--- config.mk ---
export PLATFORM = sky130hd
export DESIGN_NAME = life_sequencer
export DESIGN_NICKNAME = d
export VERILOG_FILES = /design/src/rtl/life_pkg.sv /design/src/rtl/life_tick_div.sv /design/src/rtl/life_sequencer.sv
export SDC_FILE = /design/constraint.sdc
export NUM_CORES = 1
export LEC_CHECK = 0
export ABC_AREA = 1
export BUFFER_PORTS_ARGS = -buffer_cell sky130_fd_sc_hd__buf_4
export CAP_MARGIN = 20
export CORE_AREA = 2 2 139 128
export DETAILED_ROUTE_END_ITERATION = 12
export DIE_AREA = 0 0 141 130
export GPL_TIMING_DRIVEN = 0
export PLACE_DENSITY = 0.75
export SYNTH_ARGS = -nofsm -noshare
export SYNTH_HDL_FRONTEND = slang
export SYNTH_HIERARCHICAL = 1
export SYNTH_SLANG_ARGS = --single-unit
export TNS_END_PERCENT = 100
--- constraint.sdc ---
create_clock -name clk -period 2.55 [get_ports clk]
set_input_delay 0.51 -clock clk [delete_from_list [all_inputs] [get_ports clk]]
set_output_delay 0.51 -clock clk [all_outputs]
set_load 0.1 [all_outputs]
--- src/rtl/life_pkg.sv ---
// Shared types, constants and the board-scrambling LFSR for the life sequencer.
package life_pkg;

    typedef enum logic [2:0] {
        IDLE  = 3'd0,
        RAND  = 3'd1,
        RUN   = 3'd2,
        PAUSE = 3'd3,
        HALT  = 3'd4
    } life_state_t;

    localparam logic [63:0] DEFAULT_SEED = 64'h0412_6424_0034_3C28;

    // Taps for x^64+x^63+x^61+x^60+1 on a left-shifting register: bits 63,62,60,59.
    localparam logic [63:0] LFSR_TAPS = 64'hD800_0000_0000_0000;

    function automatic logic [63:0] lfsr_next(logic [63:0] cur);
        return {cur[62:0], ^(cur & LFSR_TAPS)};
    endfunction

endpackage

--- src/rtl/life_tick_div.sv ---
// Generation pacing counter: counts 0..TICK_DIV-1 while enabled, tick at terminal count.
module life_tick_div #(
    parameter int unsigned TICK_DIV = 4
) (
    input  logic clk,
    input  logic reset,
    input  logic clear,
    input  logic enable,
    output logic tick
);

    localparam logic [15:0] TERM = 16'(TICK_DIV - 1);

    logic [15:0] cnt;

    assign tick = enable && (cnt == TERM);

    always_ff @(posedge clk or negedge reset) begin
        if (!reset) begin
            cnt <= '0;
        end else if (clear) begin
            cnt <= '0;
        end else if (enable) begin
            cnt <= tick ? 16'd0 : cnt + 16'd1;
        end
    end

endmodule

--- src/rtl/life_sequencer.sv ---
// Board owner for the 8x8 automaton: seeds, scrambles, paces and freezes the board,
// handing the current board to the external evolve datapath and taking its result back.
module life_sequencer
    import life_pkg::*;
#(
    parameter int unsigned TICK_DIV     = 4,
    parameter logic [63:0] DEFAULT_SEED = life_pkg::DEFAULT_SEED
) (
    input  logic        clk,
    input  logic        reset,
    input  logic        start,
    input  logic        pause,
    input  logic        step,
    input  logic        randomize,
    input  logic        load,
    input  logic [63:0] load_seed,
    input  logic [63:0] board_next,
    output logic [63:0] board,
    output logic [15:0] gen_count,
    output logic        gen_strobe,
    output logic        running,
    output logic        stable,
    output life_state_t state
);

    life_state_t nxt_state;
    logic [63:0] nxt_board;
    logic [15:0] nxt_gen;
    logic        nxt_strobe;
    logic        apply;
    logic        tick;
    logic        tick_clear;

    // The divider only advances in RUN; a pause restarts the phase from zero.
    assign tick_clear = (state != RUN) || pause;

    life_tick_div #(
        .TICK_DIV(TICK_DIV)
    ) u_tick_div (
        .clk   (clk),
        .reset (reset),
        .clear (tick_clear),
        .enable(state == RUN),
        .tick  (tick)
    );

    always_comb begin
        nxt_state  = state;
        nxt_board  = board;
        nxt_gen    = gen_count;
        nxt_strobe = 1'b0;
        apply      = 1'b0;

        if (randomize) begin
            nxt_state = RAND;
            // An all-zero board would lock the LFSR, so reseed instead.
            nxt_board = (board == '0) ? DEFAULT_SEED : lfsr_next(board);
            nxt_gen   = '0;
        end else if (load) begin
            nxt_state = PAUSE;
            nxt_board = load_seed;
            nxt_gen   = '0;
        end else begin
            case (state)
                IDLE: begin
                    if (!pause && start) nxt_state = RUN;
                end
                RAND: begin
                    nxt_state = PAUSE;
                end
                RUN: begin
                    if (pause)     nxt_state = PAUSE;
                    else if (tick) apply = 1'b1;
                end
                PAUSE: begin
                    if (!pause) begin
                        if (start)     nxt_state = RUN;
                        else if (step) apply = 1'b1;
                    end
                end
                HALT: begin
                    nxt_state = HALT;
                end
                default: begin
                    nxt_state = IDLE;
                end
            endcase
        end

        // A generation that changes nothing is a still life: freeze instead of counting it.
        if (apply) begin
            if (board_next != board) begin
                nxt_board  = board_next;
                nxt_gen    = (gen_count == 16'hFFFF) ? gen_count : gen_count + 16'd1;
                nxt_strobe = 1'b1;
            end else begin
                nxt_state = HALT;
            end
        end
    end

    always_ff @(posedge clk or negedge reset) begin
        if (!reset) begin
            state      <= IDLE;
            board      <= DEFAULT_SEED;
            gen_count  <= '0;
            gen_strobe <= 1'b0;
            running    <= 1'b0;
            stable     <= 1'b0;
        end else begin
            state      <= nxt_state;
            board      <= nxt_board;
            gen_count  <= nxt_gen;
            gen_strobe <= nxt_strobe;
            running    <= (nxt_state == RUN);
            stable     <= (nxt_state == HALT);
        end
    end

endmodule

==> out/metrics.yaml <==
power_and_ir_drop:
  p_per_area_nw_per_um2: 605
  combPwrFrac: 0.386
  leakage_nw: 5.53
  p_int_mw: 3.49
  peakVddDrop_uv: 388
  seqPwrFrac: 0.328
  finalPower_mw: 6.06
  power.share.clock: 0.286
  p_switching_mw: 2.57
  switching_share: 0.424
synthesis:
  seq_area_frac_synth: 0.336
  yosys.area.top_type: "dfrtp_1"
  ys_top_cells_by_area: "dfrtp_1 (28%), nand2_1 (17%), inv_1 (8.7%)"
  synth-simple-area-share: 0.322
  synth_seq_cells: 102
  async_flop_share: 1.00
  ys.flop_type: "dfrtp_1"
  yosys-mux-area-fraction: 0
  syn_nets: 1331
  syn_area_per_cell_um2: 6.41
  synth_common_cells: "nand2_1 (352), inv_1 (177), nor2_1 (153)"
  synth-compound-area-share: 0.175
  synthCells: 1193
  synth-adder-area-share: 0.00491
  netlist.area_leader.share: 0.278
  ys_warn_count: 6
  synth_xor_area_frac: 0.0298
  netlist-cell-type-count: 39
  synth_area_um2: 7650
  synth_enable_flop_cells: 0
  synth_top_family_by_area: "simple AND/OR/NAND/NOR gates"
  synth.most_common_cell: "nand2_1"
floorplan:
  num_io_pins: 221
  die_h_um: 130
  core-area_um2: 17100
  initial_core_util: 0.448
  dieArea_um2: 18300
  row_count: 46
  die_w_um: 141
sta:
  setup_viol: 0
  hold_viol_final: 0
  tightest_slew_ps: 646
  fmax_mhz: 414
  finClkSkew_ps: 7.92
  maxSlewViolCount: 0
  final.period_utilization: 0.947
  fin_hold_ws_ps: 151
  period_minus_slack_ps: 2420
  final.setup.tns_ps: 0
  relSlewSlack: 0.570
global_route:
  grt_pass1_wl_um: 40600
  grt_pass1_vias: 8069
  grt-ovfl-total: 0
  antenna_found_initial: 0
  grt_max_degree: 60
  grtUsageTotal: 0.278
cells_and_area:
  antenna_cells: 0
  fillers: 1644
  drive_above_1_share: 0.228
  fin_util: 0.586
  fin_nets: 1568
  area_growth_pct: 30.9
route:
  drt_iter0_drc: 723
  wl_um: 25600
  drc: 0
  routed_via_density: 5.23
  wire_per_inst_um: 15.5
  dr.pass1.iters: 7
  ant_nets: 0
  vias: 8627
setup_path:
  path_class: "reg -> reg"
  cpPeakStageDelay_ps: 440
  cp_data_arrival_time_ps: 2660
  timing.rr.end: "board[57]"
  crit_path_cell_trace: "inv_1, nand3_1, inv_2, nand2_1, inv_1, nand2_1, nor2_2, nand2_2, inv_1, a32oi_1, nor2_4, nand2_4, buf_6, buf_6, o21ai_1, inv_2"
  r2r_cells: 16
  crit_path_start_kind: "flip-flop"
  endpoint_kind: "flip-flop"
  crit_slowest_cell: "dfrtp_2"
  rr_startpoint: "state[2]"
  crit_fanout: 10
  rrSetupSlack_ps: 130
  critPathRequiredTime_ps: 2800
  cpMostUsedCell: "inv_1"
cts:
  cts_root_buf: "clkbuf_16"
  cts_hold_buffers: 0
  clk_latency_ps: 360
  tritoncts: "done"
  cts_buffers: 9
  path_clk_slew_ps: 70
  h-tree-depth: 3
  numClockSinks: 102
  cts_buffer_depth: 2
status:
  status: "finished clean"
min_path:
  hp-class: "in -> async"
place:
  gp_congestion: 0.890
  dp_hpwl_um: 19300
  port_buffers: 219
flow_run:
  timing.max_cap.violations: 0
==> kinds of logic (layout without fill, tap and decap cells) <==
family / after synthesis / after routing
AND/OR/NAND/NOR: 596 / 596
flip-flops: 102 / 102
AO/OA/AOI/OAI: 215 / 215
buffers and inverters: 251 / 493
adder cells (fa/ha/maj): 3 / 3
XOR/XNOR: 26 / 26
==> cells in the final DEF, fill, tap and decap left out, drive strengths merged, types with 4 or more instances in the layout <==
cell type  synthesis  final
a31oi             18     18
a21oi              9      9
a211oi            19     19
buf               16    242
clkbuf            29     38
bufinv             0      4
o21ai            117    117
nor3               7      7
nand4             29     29
a2bb2oi           45     45
nor2             164    164
dfrtp             85     85
nand2            356    356
nand3             39     39
dfstp             17     17
inv              205    207
xor2              23     23
==> repair_timing <==
item                       CTS  global route
setup buffers                0             6
setup endpoints to repair    0            74
gates resized for setup      0             7
==> critical path, delay by kind of cell, from the launching register on <==
| kind | cells | cell delay, ps |
|---|---|---|
| simple gates | 7 | 840 |
| buf+inv | 7 | 730 |
| flops | 1 | 440 |
| compound gates | 2 | 290 |
==> flip-flops by register name (all words and copies together) (netlist names) <==
register / cells
u_tick_div/cnt: 16
gen_count: 16
gen_strobe: 1
state: 3
board: 64
running: 1
stable: 1
==> cell type report <==
cell class	instances	area (um2)	share of cell area
Clock inverter	7	143	0.0142
Timing Repair Buffer	226	1720	0.171
Tap cell	216	270	0.0270
Multi-Input combinational cell	840	4080	0.407
Sequential cell	102	2580	0.257
Buffer	45	236	0.0236
Inverter	206	773	0.0772
Clock buffer	9	225	0.0225
==> per-stage QoR <==
stage	instances	cell area [um2]	worst slack, ps
floorplan	1193	7650	131
global placement	1628	9570	123
detailed placement	1629	9600	40.0
CTS	1645	9960	30.0
global route	1651	10000	-16.5
finish	1651	10000	135
==> worst max-delay path by stage <==
stage                      start             to  slack (ps)  depth (start not counted)
floorplan           gen_count[4]  gen_count[13]         130                          9
global placement        state[2]       board[4]         120                         15
detailed placement      state[2]      board[27]          40                         15
CTS                     state[2]      board[27]          30                         15
global route            state[2]      board[63]         -20                         16
finish                  state[2]      board[57]         130                         16
==> metal layers <==
layer,wire (um),vias up,GRT usage
li1,-,4254,-
met1,11300,3961,0.379
met2,11600,368,0.451
met3,1900,44,0.0576
met4,693,0,0.0841
met5,0,-,0
==> power by group through the flow <==
stage	sequential [mW]	combinational [mW]	clock, mW
after floorplan	2.99	0.674	0
after global placement	2.01	2.30	0
after CTS	1.98	2.34	1.76
after global routing	2.01	2.51	1.82
final	1.99	2.34	1.73
after detailed placement	2.01	2.33	0
(Power assumes the default switching activity.)
